[src/rtl/text_console_if.sv]
// Keyboard-in / character-buffer-out bundle for the text console.
interface text_console_if #(
  parameter int COLS   = 80,
  parameter int ROWS   = 30,
  parameter int ADDR_W = 12
);
  localparam int CW = (COLS > 1) ? $clog2(COLS) : 1;
  localparam int RW = (ROWS > 1) ? $clog2(ROWS) : 1;

  logic              new_key;
  logic [7:0]        ascii;
  logic [7:0]        attr_in;
  logic [ADDR_W-1:0] mem_addr;
  logic [15:0]       mem_data;
  logic              we;
  logic [RW-1:0]     top_row;
  logic [CW-1:0]     cur_col;
  logic [RW-1:0]     cur_row;
  logic              busy;
  logic              overflow;

  // keyboard/video side
  modport master (output new_key, ascii, attr_in,
                  input  mem_addr, mem_data, we, top_row, cur_col, cur_row, busy, overflow);
  // console side
  modport slave  (input  new_key, ascii, attr_in,
                  output mem_addr, mem_data, we, top_row, cur_col, cur_row, busy, overflow);
endinterface

[src/rtl/text_console.sv]
// Scrolling text console: turns key codes into character-buffer writes,
// tracks the cursor, and scrolls by moving top_row instead of copying rows.
module text_console #(
  parameter int         COLS     = 80,
  parameter int         ROWS     = 30,
  parameter int         ADDR_W   = 12,
  parameter logic [7:0] DEF_ATTR = 8'h07
) (
  input  logic           sys_clk,
  input  logic           rst,
  text_console_if.slave  bus
);
  localparam int CW = (COLS > 1) ? $clog2(COLS) : 1;
  localparam int RW = (ROWS > 1) ? $clog2(ROWS) : 1;

  localparam logic [1:0] S_CLR_ALL  = 2'd0;
  localparam logic [1:0] S_IDLE     = 2'd1;
  localparam logic [1:0] S_WRITE    = 2'd2;
  localparam logic [1:0] S_CLR_LINE = 2'd3;

  localparam logic [ADDR_W-1:0] LAST_CELL = ADDR_W'(ROWS*COLS - 1);
  localparam logic [ADDR_W-1:0] LINE_END  = ADDR_W'(COLS - 1);
  localparam logic [ADDR_W-1:0] ROW_STEP  = ADDR_W'(COLS);
  localparam logic [ADDR_W-1:0] LAST_BASE = ADDR_W'((ROWS-1)*COLS);
  localparam logic [CW-1:0]     LAST_COL  = CW'(COLS - 1);
  localparam logic [RW-1:0]     LAST_ROW  = RW'(ROWS - 1);
  localparam logic [15:0]       BLANK     = {DEF_ATTR, 8'h20};

  logic [1:0]        r_state;
  logic [ADDR_W-1:0] r_cnt;
  logic [ADDR_W-1:0] r_base;   // physical row of the cursor times COLS
  logic [RW-1:0]     r_prow;   // physical row of the cursor
  logic [RW-1:0]     r_top, r_row;
  logic [CW-1:0]     r_col;
  logic [15:0]       r_data;
  logic              r_adv;    // WRITE advances the cursor afterwards (not for BS)
  logic              r_pend_vld, r_ovf;
  logic [7:0]        r_pend_ch, r_pend_attr;

  logic              w_acc, w_fwd, w_back, w_adv_n;
  logic [7:0]        w_ch, w_attr;
  logic [1:0]        w_state_n;
  logic [ADDR_W-1:0] w_cnt_n;
  logic [CW-1:0]     w_col_n;
  logic [15:0]       w_data_n;
  logic [CW:0]       w_tab;

  // pending slot has priority over a key arriving in the same cycle
  assign w_acc  = (r_state == S_IDLE) && (r_pend_vld || bus.new_key);
  assign w_ch   = r_pend_vld ? r_pend_ch   : bus.ascii;
  assign w_attr = r_pend_vld ? r_pend_attr : bus.attr_in;
  assign w_tab  = ({1'b0, r_col} | (CW+1)'(7)) + 1'b1;

  // next-state, column and row-step decisions
  always_comb begin
    w_state_n = r_state;
    w_cnt_n   = r_cnt;
    w_col_n   = r_col;
    w_data_n  = r_data;
    w_adv_n   = r_adv;
    w_fwd     = 1'b0;
    w_back    = 1'b0;
    case (r_state)
      S_CLR_ALL: begin
        w_cnt_n = r_cnt + 1'b1;
        if (r_cnt == LAST_CELL) begin w_state_n = S_IDLE; w_cnt_n = '0; end
      end
      S_CLR_LINE: begin
        w_cnt_n = r_cnt + 1'b1;
        if (r_cnt == LINE_END) begin w_state_n = S_IDLE; w_cnt_n = '0; end
      end
      S_WRITE: begin
        w_state_n = S_IDLE;
        if (r_adv) begin
          if (r_col == LAST_COL) begin w_col_n = '0; w_fwd = 1'b1; end
          else w_col_n = r_col + 1'b1;
        end
      end
      default: begin
        if (w_acc) begin
          if (w_ch >= 8'h20 && w_ch <= 8'h7E) begin
            w_state_n = S_WRITE; w_data_n = {w_attr, w_ch}; w_adv_n = 1'b1;
          end else if (w_ch == 8'h0D) begin
            w_col_n = '0; w_fwd = 1'b1;
          end else if (w_ch == 8'h08) begin
            if (r_col != '0) begin
              w_col_n = r_col - 1'b1;
              w_state_n = S_WRITE; w_data_n = BLANK; w_adv_n = 1'b0;
            end else if (r_row != '0) begin
              w_col_n = LAST_COL; w_back = 1'b1;
              w_state_n = S_WRITE; w_data_n = BLANK; w_adv_n = 1'b0;
            end
          end else if (w_ch == 8'h09) begin
            w_col_n = (w_tab > (CW+1)'(COLS-1)) ? LAST_COL : w_tab[CW-1:0];
          end
        end
      end
    endcase
    // stepping off the bottom row scrolls and blanks the new bottom line
    if (w_fwd && r_row == LAST_ROW) begin w_state_n = S_CLR_LINE; w_cnt_n = '0; end
  end

  // state, cursor and scroll registers; row base tracked incrementally
  always_ff @(posedge sys_clk) begin
    if (rst) begin
      r_state <= S_CLR_ALL;
      r_cnt   <= '0;
      r_base  <= '0;
      r_prow  <= '0;
      r_top   <= '0;
      r_row   <= '0;
      r_col   <= '0;
      r_data  <= '0;
      r_adv   <= 1'b0;
    end else begin
      r_state <= w_state_n;
      r_cnt   <= w_cnt_n;
      r_col   <= w_col_n;
      r_data  <= w_data_n;
      r_adv   <= w_adv_n;
      if (w_fwd) begin
        r_prow <= (r_prow == LAST_ROW) ? '0 : r_prow + 1'b1;
        r_base <= (r_prow == LAST_ROW) ? '0 : r_base + ROW_STEP;
        if (r_row == LAST_ROW) r_top <= (r_top == LAST_ROW) ? '0 : r_top + 1'b1;
        else                   r_row <= r_row + 1'b1;
      end else if (w_back) begin
        r_prow <= (r_prow == '0) ? LAST_ROW  : r_prow - 1'b1;
        r_base <= (r_prow == '0) ? LAST_BASE : r_base - ROW_STEP;
        r_row  <= r_row - 1'b1;
      end
    end
  end

  // one-entry pending slot; a key landing as the slot drains refills it
  always_ff @(posedge sys_clk) begin
    if (rst) begin
      r_pend_vld  <= 1'b0;
      r_pend_ch   <= '0;
      r_pend_attr <= '0;
      r_ovf       <= 1'b0;
    end else begin
      if (r_state == S_IDLE && r_pend_vld) r_pend_vld <= 1'b0;
      if (bus.new_key && !(r_state == S_IDLE && !r_pend_vld)) begin
        if (!r_pend_vld || r_state == S_IDLE) begin
          r_pend_vld  <= 1'b1;
          r_pend_ch   <= bus.ascii;
          r_pend_attr <= bus.attr_in;
        end else begin
          r_ovf <= 1'b1;
        end
      end
    end
  end

  // write port: clears walk r_cnt, character writes hit the cursor cell
  always_comb begin
    case (r_state)
      S_CLR_ALL:  bus.mem_addr = r_cnt;
      S_CLR_LINE: bus.mem_addr = r_base + r_cnt;
      default:    bus.mem_addr = r_base + ADDR_W'(r_col);
    endcase
    bus.mem_data = (r_state == S_WRITE) ? r_data : BLANK;
  end

  assign bus.we       = !rst && (r_state != S_IDLE);
  assign bus.busy     = rst || r_state == S_CLR_ALL || r_state == S_CLR_LINE;
  assign bus.top_row  = r_top;
  assign bus.cur_col  = r_col;
  assign bus.cur_row  = r_row;
  assign bus.overflow = r_ovf;
endmodule

[src/flat_wrapper.sv]
// flat-port wrapper written by rule: the top's interface ports become plain ports
module text_console_flat 
#(
  parameter int         COLS     = 80,
  parameter int         ROWS     = 30,
  parameter int         ADDR_W   = 12,
  parameter logic [7:0] DEF_ATTR = 8'h07
)
  (sys_clk, rst, bus_new_key, bus_ascii, bus_attr_in, bus_mem_addr, bus_mem_data, bus_we, bus_top_row, bus_cur_col, bus_cur_row, bus_busy, bus_overflow);
  text_console_if #(.COLS(COLS), .ROWS(ROWS), .ADDR_W(ADDR_W)) bus_i ();
  input  logic sys_clk;
  input  logic rst;
  input wire logic [$bits(bus_i.new_key)-1:0] bus_new_key;
  input wire logic [$bits(bus_i.ascii)-1:0] bus_ascii;
  input wire logic [$bits(bus_i.attr_in)-1:0] bus_attr_in;
  output wire logic [$bits(bus_i.mem_addr)-1:0] bus_mem_addr;
  output wire logic [$bits(bus_i.mem_data)-1:0] bus_mem_data;
  output wire logic [$bits(bus_i.we)-1:0] bus_we;
  output wire logic [$bits(bus_i.top_row)-1:0] bus_top_row;
  output wire logic [$bits(bus_i.cur_col)-1:0] bus_cur_col;
  output wire logic [$bits(bus_i.cur_row)-1:0] bus_cur_row;
  output wire logic [$bits(bus_i.busy)-1:0] bus_busy;
  output wire logic [$bits(bus_i.overflow)-1:0] bus_overflow;
  assign bus_i.new_key = bus_new_key;
  assign bus_i.ascii = bus_ascii;
  assign bus_i.attr_in = bus_attr_in;
  assign bus_mem_addr = bus_i.mem_addr;
  assign bus_mem_data = bus_i.mem_data;
  assign bus_we = bus_i.we;
  assign bus_top_row = bus_i.top_row;
  assign bus_cur_col = bus_i.cur_col;
  assign bus_cur_row = bus_i.cur_row;
  assign bus_busy = bus_i.busy;
  assign bus_overflow = bus_i.overflow;
  text_console #(.COLS(COLS), .ROWS(ROWS), .ADDR_W(ADDR_W), .DEF_ATTR(DEF_ATTR)) u_core (.sys_clk(sys_clk), .rst(rst), .bus(bus_i));
endmodule
[config.mk]
export PLATFORM = sky130hd
export DESIGN_NAME = text_console_flat
export DESIGN_NICKNAME = d
export VERILOG_FILES = /design/src/rtl/text_console_if.sv /design/src/rtl/text_console.sv /design/src/flat_wrapper.sv
export SDC_FILE = /design/constraint.sdc
export NUM_CORES = 1
export LEC_CHECK = 0
export BUFFER_PORTS_ARGS = -buffer_cell sky130_fd_sc_hd__buf_4
export CORE_MARGIN = 3
export CORE_UTILIZATION = 55
export DETAILED_ROUTE_END_ITERATION = 10
export PLACE_DENSITY_LB_ADDON = 0.3
export SLEW_MARGIN = 20
export SYNTH_ARGS = -nofsm -noshare
export SYNTH_HDL_FRONTEND = slang
export SYNTH_SLANG_ARGS = --single-unit
[constraint.sdc]
create_clock -name sys_clk -period 4.2 [get_ports sys_clk]
set_input_delay 0 -clock sys_clk [delete_from_list [all_inputs] [get_ports sys_clk]]
set_output_delay 0 -clock sys_clk [all_outputs]
set_load 0.02 [all_outputs]
==> After elaboration in Yosys (flattened, before gate mapping) <==
Index checks and enable logic that the tools add are counted.
{ "op_classes": {"addsub": 13, "n_mul": 0, "div_mod_pow": 0, "magnitude_cmp": 3, "n_eq_ne": 21, "n_shift": 0, "mux": 66, "bitwise_logic": 3, "reduce_logical": 37} }
{ "ops": {"columns": ["cell", "count"], "rows": [
  ["$mux 16", 6],
  ["$mux 12", 6],
  ["$mux 7", 10],
  ["$pmux 12 s2", 2],
  ["$mux 5", 8],
  ["$eq 8x4->1 const B", 3],
  ["$mux 1", 20],
  ["$mux 2", 9],
  ["$mux 8", 2],
  ["$add 5x1->5 const B", 3],
  ["$eq 5x5->1 const B", 3],
  ["$pmux 7 s2", 1],
  ["$reduce_bool 7->1", 2],
  ["$add 12x1->12 const B", 1],
  ["$add 12x12->12", 1],
  ["$add 12x7->12", 1],
  ["$add 12x7->12 const B", 1],
  ["$eq 12x12->1 const B", 1],
  ["$eq 12x7->1 const B", 1],
  ["$reduce_and 6->1", 2],
  ["$sub 12x7->12 const B", 1],
  ["$reduce_bool 5->1", 2],
  ["$sub 5x1->5 const B", 2],
  ["$add 7x1->8 const B", 1],
  ["29 further kinds", 54]
]} }
{ "totals": {"register_bits": 83, "latch_bits": 0, "ram_bits": 0, "rom_bits": 0, "input_bits": 19, "output_inout_bits": 48, "n_memories": 0} }

==> Longest topological paths before layout <==
Gate-level depths: netlist of the first run.
{ "depth": {"ltp_word": 10, "depth_mapped": 14, "depth_no_buf": 13} }

==> Worst setup path before layout of the first run <==
OpenSTA, ideal clock, no wires.
{ "synth_timing": {"path_type": "reg2reg", "start": "register u_core.r_col[0], in the netlist u_core.bus.cur_col[0]", "end": "register u_core.r_row[2], in the netlist u_core.bus.cur_row[2]", "setup_time_ns": 0.128, "t_arrival_ns": 3.302, "required_ns": 4.072, "slack_ns": 0.770, "path_stages_with_launch": 14, "path_buffers": 2, "period_less_slack_ns": 3.430, "path_cell_list": "dfxtp_1 ha_1 nand3_1 or4_1 buf_2 or3_1 buf_6 nand2_1 xnor2_1 ha_1 or4_1 a211oi_1 xnor2_1 nor2_1"} }
{ "synth_between": {"elab_chain_len": 9, "elab_cells_between_ends": 15, "classes_between": "2 x eq/ne; 10 x mux; 3 x reduce/logical"} }
{ "synth_rtl": {"columns": ["item", "line", "text"], "rows": [
  ["from (decl)", "text_console.sv:34", "logic [CW-1:0] r_col;"],
  ["from (signal assigned)", "text_console.sv:118", "r_col <= w_col_n;"],
  ["$reduce_bool 7->1", "text_console.sv:86", "if (r_col != '0) begin"],
  ["$mux 1", "text_console.sv:86", null],
  ["$mux 1", "text_console.sv:85", "end else if (w_ch == 8'h08) begin"],
  ["$mux 1", "text_console.sv:83", "end else if (w_ch == 8'h0D) begin"],
  ["$mux 1", "text_console.sv:81", "if (w_ch >= 8'h20 && w_ch <= 8'h7E) begin"],
  ["$mux 1", "text_console.sv:80", "if (w_acc) begin"],
  ["$mux 1", "text_console.sv:63", "case (r_state)"],
  ["$reduce_bool 2->1 (no source line)", null, null],
  ["$reduce_and 2->1 (no source line)", null, null],
  ["to (signal assigned)", "text_console.sv:125", "else r_row <= r_row + 1'b1;"],
  ["to (signal assigned)", "text_console.sv:129", "r_row <= r_row - 1'b1;"],
  ["to (decl)", "text_console.sv:33", "logic [RW-1:0] r_top, r_row;"]
]} }
Parallel ways exist; a longest one is shown, timed or not.
A chain may end at the register's enable or synchronous reset.

==> Worst setup path after layout of the first run <==
Ends and elaborated chain as after synthesis.

==> results of run 1 <==
routing by layer:
metal | wire, um | vias to the layer above | track usage | part of all wire
met5 | 0 | - | 0 | 0
met4 | 254 | 0 | 0.06743 | 0.018
met3 | 891 | 37 | 0.05525 | 0.063
met2 | 6739 | 193 | 0.4257 | 0.48
met1 | 6175 | 2456 | 0.3342 | 0.44
li1 | - | 2530 | - | -
Yosys cell counts (4+ instances only):
| library cell | number | area (um2) |
|---|---|---|
| a21oi_1 | 40 | 200.2 |
| xor2_1 | 13 | 113.9 |
| o32ai_1 | 4 | 35.03 |
| o21ai_0 | 26 | 130.1 |
| o32a_1 | 5 | 50.05 |
| and3_1 | 7 | 43.79 |
| and2_1 | 18 | 112.6 |
| a221oi_1 | 8 | 70.07 |
| ha_1 | 25 | 312.8 |
| mux2_2 | 14 | 157.7 |
| nor2_1 | 96 | 360.4 |
| nand4_1 | 9 | 56.30 |
| dfxtp_1 | 79 | 1582 |
| clkbuf_1 | 38 | 142.6 |
| a311oi_1 | 8 | 70.07 |
| or3_1 | 4 | 25.02 |
| xnor2_1 | 18 | 157.7 |
| buf_2 | 5 | 25.02 |
| a31oi_1 | 4 | 25.02 |
| or2_2 | 4 | 25.02 |
| nor4_1 | 6 | 37.54 |
| nor3_1 | 20 | 100.1 |
| o21a_1 | 6 | 45.04 |
| nand2_1 | 49 | 183.9 |
| o2111ai_1 | 6 | 52.55 |
| a211oi_1 | 14 | 105.1 |
| nor2b_1 | 4 | 25.02 |
| mux2i_1 | 24 | 240.2 |
| nand3_1 | 18 | 90.09 |
| nand2b_1 | 5 | 31.28 |
| inv_1 | 23 | 86.33 |
| a22oi_1 | 14 | 105.1 |
final cells by class:
cell class	instances	area [um2]
Clock buffer	9	123.9
Multi-Input combinational cell	522	3426
Fill cell	772	3110
Tap cell	129	161.4
Clock inverter	7	102.6
Timing Repair Buffer	86	688.2
Sequential cell	79	1582
Inverter	24	90.09
through the flow:
step | worst slack [ps] | utilization | instances
2_1_floorplan | 770.1 | - | 672
3_3_place_gp | 659.9 | 0.6217 | 823
3_5_place_dp | 567.2 | 0.6222 | 823
4_1_cts | 537.6 | 0.6650 | 856
5_1_grt | 206.7 | 0.6650 | 856
6_report | 485.5 | 0.6650 | 856
worst max path at each step:
stage / start / endpoint / slack (ps) / depth (start not counted)
2_1_floorplan: u_core.bus.cur_col[0] / u_core.bus.cur_row[2] / 770 / 13
3_3_place_gp: u_core.bus.cur_col[0] / u_core.bus.cur_row[2] / 660 / 11
3_5_place_dp: u_core.bus.cur_col[0] / u_core.bus.cur_row[2] / 570 / 11
4_1_cts: u_core.bus.cur_col[0] / u_core.bus.cur_row[2] / 540 / 11
5_1_grt: u_core.bus.cur_col[0] / u_core.bus.cur_row[2] / 210 / 11
6_report: u_core.bus.cur_col[0] / u_core.bus.cur_row[2] / 490 / 11
sequential cells by signal (all words and copies together) (netlist names):
name,flops
u_core.r_data,16
u_core.r_cnt,12
u_core.r_base,8
u_core.r_pend_attr,8
u_core.r_pend_ch,8
u_core.bus.cur_col,7
u_core.bus.cur_row,5
u_core.bus.top_row,5
u_core.r_prow,5
u_core.r_state,2
u_core.bus.overflow,1
u_core.r_adv,1
u_core.r_pend_vld,1
logic make-up after synthesis:
logic type,Yosys count,share of synthesized area
buffers and inverters,71,0.05395
flip-flops,79,0.2991
adder cells (fa/ha/maj),25,0.05916
XOR/XNOR,31,0.05135
AO/OA/AOI/OAI,171,0.2295
AND/OR/NAND/NOR,256,0.2310
multiplexers,38,0.07525
other,1,0.0007092
power breakdown:
| part | internal, mW | switching (mW) | total [mW] |
|---|---|---|---|
| combinational | 0.173 | 0.207 | 0.380 |
| sequential | 0.788 | 0.0382 | 0.826 |
| clock | 0.343 | 0.320 | 0.663 |
| total | 1.30 | 0.565 | 1.87 |
==> results.ini, run 1 <==
[global_routing]
grt_max_degree = 73
first_global_vias = 4965
grt_usage = 0.2550
antenna_found_initial = 0
grt_pass1_wl_um = 23490
grt-ovfl-total = 0

[routing]
drt-total-wl_um = 14060
vias = 5216
dr.first_iter.drc_count = 364
drc = 0
firstDrtPassIters = 5
drtAntennaViolNets = 0
wl_per_cell_um = 16.43
routed_via_density = 6.093

[placed_design]
portBuffers = 66
dp_hpwl_um = 9781
gp_congestion = 0.8892
placed_area_um2 = 5777

[min_path]
min_from = rst
holdPathStages = 2
hold_class = input pin to flop
hold_end = u_core.r_data[3]

[setup_path]
worstPathArrival_ps = 3940
endpoint_kind = flop
crit_buf_inv = 0
reg2regPathDepth = 11
rrSetupSlack_ps = 490
criticalPathCategory = flop to flop
start_kind = flop
path_max_fanout = 8
worstReg2RegEnd = u_core.bus.cur_row[2]
reg2reg_from = u_core.bus.cur_col[0]
crit_slowest_cell = or4_1
critPathRequiredTime_ps = 4430
crit_chain = ha_1 -> nand3_1 -> or4_1 -> or3_1 -> nand2_1 -> xnor2_1 -> ha_1 -> or4_1 -> a211oi_1 -> xnor2_1 -> nor2_1
max_stage_delay_ps = 580
critPathTopFamily = simple AND/OR/NAND/NOR gates

[cts]
cts_max_level = 3
clk_latency_ps = 360
cts_buffer_depth = 2
cts-root-buf = clkbuf_8
postCtsSetupRepairBufs = 0
hold_buffers = 17
clkSinkCount = 79
clkTransAtPathRegs_ps = 100
cts_resized = 0
cts_tree = built
cts_made_buffers = 9

[sta]
finalSetupTns_ps = 0
hold_viol = 0
fmax_mhz = 269.2
slew_headroom = 0.3857
fin_crit_sh = 0.8844
worstMarginPinSlew_ps = 919.3
whs_ps = 189.1
layout_min_cycle_time_ps = 3714
slew_violations = 0
setup_viol = 0
finClkSkew_ps = 12.81
grt_setup_unrepaired = false

[power]
p_leak_nw = 2.478
peakVddDrop_uv = 261.2
p_total_mw = 1.870
powerDensity_nw_per_um2 = 302.9

[synth]
yosysUniqueCellTypes = 70
yosysSeqAreaShare = 0.2991
syn_nets = 716
netlist_instances = 672
ys_warn_count = 0
avgSynthCellArea_um2 = 7.868
syn_area_um2 = 5288
synth_edf_count = 0
ys_ff_latch = 79
ys.flop_type = dfxtp_1
ys_async_sr_fraction = 0

[layout]
layout-drive-gt1-share = 0.1554
syn_to_final_growth_pct = 16.75
final_area_um2 = 6173
layout_common_cells = nor2_1, dfxtp_1, buf_4
diodes = 0
layout_commonest_cell = nor2_1
nets = 766

[floorplanning]
num_rows = 35
coreArea_um2 = 9284
initial_utilization = 0.5695
ios = 67
dieArea_um2 = 10830
fp.dieW_um = 104.1
dieHeight_um = 104.1

[run_status]
outcome = completed

[job]
maxCapViolations = 0

Note: power is estimated with default switching activity, not from simulation.
==> inputs of run 2 (changes only) <==
- CORE_ASPECT_RATIO: default -> 0.6
==> run 2 against run 1 <==
  * Die area rose by 0.36%
  * Core utilization is 0.97 points higher
  * Critical path depth stayed put
  * Fmax barely moved
  * Via count is 0.25% higher
  * Sequential share of layout area decreased by 0.29 points
  * Cell count grew 0.23%
  * Sequential cell count unchanged
  * Count of clock-buffer cells in the layout increased by 2
==> results.ini, run 2 (synthesis results as in run 1) <==
[run_status]
outcome = completed

[cts]
clk_latency_ps = 350  ; about the same
hold_buffers = 16  ; -1
clkTransAtPathRegs_ps = 60  ; -40 ps
cts_max_level = 3  ; unchanged
cts_resized = 0  ; unchanged
cts_tree = built
cts_buffer_depth = 2  ; unchanged
cts-root-buf = clkbuf_16
clkSinkCount = 79  ; unchanged
cts_made_buffers = 9  ; unchanged
postCtsSetupRepairBufs = 0  ; unchanged

[layout]
nets = 767  ; +0.13%
layout_commonest_cell = nor2_1
diodes = 0  ; unchanged
max_flop_register = u_core.r_data
largest_reg_flops = 16  ; unchanged
layout-drive-gt1-share = 0.1552  ; -0.0002135
reg_top3 = u_core.r_data: 16 flops, u_core.r_cnt: 12 flops
layout_common_cells = nor2_1, dfxtp_1, buf_4
syn_to_final_growth_pct = 18.10

[sta]
fin_crit_sh = 0.8844  ; about the same
worstMarginPinSlew_ps = 929.2  ; +9.893 ps
hold_viol = 0  ; unchanged
setup_viol = 0  ; unchanged
finalSetupTns_ps = 0  ; unchanged
grt_setup_unrepaired = false
fmax_mhz = 269.2  ; about the same
slew_headroom = 0.3790  ; -0.006611
finClkSkew_ps = 4.698  ; -8.109 ps
setup_ws_ps = 485.4  ; -0.1720 ps
slew_violations = 0  ; unchanged
layout_min_cycle_time_ps = 3715  ; +0.1720 ps

[floorplanning]
dieArea_um2 = 10860  ; +0.36%
dieHeight_um = 81.95  ; -21%
fp.dieW_um = 132.6  ; +27%
initial_utilization = 0.5712  ; +0.001694
coreArea_um2 = 9256  ; -0.30%
ios = 67  ; unchanged
num_rows = 27  ; -23%

[setup_path]
crit_buf_inv = 0  ; unchanged
worstReg2RegEnd = u_core.bus.cur_row[2]
worstPathArrival_ps = 3920  ; -20 ps
critPathRequiredTime_ps = 4410  ; -20 ps
criticalPathCategory = flop to flop
reg2reg_from = u_core.bus.cur_col[0]
critPathTopFamily = simple AND/OR/NAND/NOR gates
startpoint = u_core.bus.cur_col[0]
crit_slowest_cell = or4_1
path_max_fanout = 8  ; unchanged
start_kind = flop
max_stage_delay_ps = 570  ; about the same
crit_chain = ha_1 -> nand3_1 -> or4_1 -> or3_1 -> nand2_1 -> xnor2_1 -> ha_1 -> or4_1 -> a211oi_1 -> xnor2_1 -> nor2_1
reg2regPathDepth = 11  ; unchanged
endpoint_kind = flop
rrSetupSlack_ps = 490  ; about the same

[min_path]
hold_end = u_core.r_pend_vld
hold_class = input pin to flop
holdPathStages = 3  ; +1
min_from = bus_new_key

[power]
powerDensity_nw_per_um2 = 319.6  ; +5.5%
peakVddDrop_uv = 231.3  ; -11%
p_leak_nw = 2.502  ; +0.96%

[routing]
vias = 5229  ; +0.25%
routed_via_density = 6.094  ; about the same
drt-total-wl_um = 14780  ; +5.1%
drtAntennaViolNets = 0  ; unchanged
wl_per_cell_um = 17.23  ; +4.9%
dr.first_iter.drc_count = 641  ; +76%
firstDrtPassIters = 5  ; unchanged
drc = 0  ; unchanged

[placed_design]
dp_hpwl_um = 10390  ; +6.3%
pre_cts_ws_ps = 551.0  ; -16.27 ps
gp_congestion = 0.8915  ; +0.26%
portBuffers = 66  ; unchanged

[global_routing]
antenna_found_initial = 0  ; unchanged
first_global_vias = 4956  ; -0.18%
grt_usage = 0.2775  ; +0.02247
grt-ovfl-total = 0  ; unchanged
grt_pass1_wl_um = 24520  ; +4.4%
grt_max_degree = 73  ; unchanged

[job]
maxCapViolations = 0  ; unchanged

==> run 2: worst max path at each step <==
stage | end | slack [ps] | cells past startpoint
floorplan | u_core.bus.cur_row[2] | 770 | 13
global placement | u_core.bus.cur_row[2] | 680 | 11
detailed placement | u_core.bus.cur_row[2] | 550 | 11
CTS | u_core.bus.cur_row[2] | 520 | 11
global route | u_core.bus.cur_row[2] | 350 | 11
finish | u_core.bus.cur_row[2] | 490 | 11
==> run 2: area by class of cell <==
type	instances	area, um2
multi-input cells	522	3426
fillers	784	3012
flip-flops and latches	79	1582
repair buffers	87	693.2
clock buffers	11	232.7
well taps	130	162.7
inverters	24	90.09
clock inverters	5	58.81
==> run 2: worst min-delay path, delay by kind of cell <==
family / cells / cell delay (ps)
compound gates: 1 / 90
buf+inv: 1 / 130
simple gates: 1 / 70
==> run 2: metrics by stage <==
step / utilization / hold WS (ps) / area, um2 / cells / power [mW]
after detailed placement: 0.6258 / 253.4 / 5793 / 826 / 1.211
after floorplan: - / 143.9 / 5288 / 672 / 1.106
final: 0.6746 / 14.28 / 6245 / 858 / 1.996
after global routing: 0.6746 / 42.98 / 6245 / 858 / 2.083
after CTS: 0.6746 / 8.412 / 6245 / 858 / 1.997
after global placement: 0.6253 / 239.1 / 5788 / 826 / 1.197
==> run 2: power breakdown <==
group	switching [mW]	leakage [nW]	internal (mW)	total, mW
Combinational	0.210	1.73	0.175	0.384
Clock	0.323	0.136	0.461	0.783
Sequential	0.0393	0.640	0.789	0.828
==> run 2: layer usage <==
metal | up-vias | share of wire | wire length (um) | global-route usage
met5 | - | 0 | 0 | 0
met4 | 0 | 0.014 | 212 | 0.07780
met3 | 23 | 0.089 | 1315 | 0.07405
met2 | 233 | 0.43 | 6293 | 0.4379
met1 | 2439 | 0.47 | 6961 | 0.3771
li1 | 2534 | - | - | -
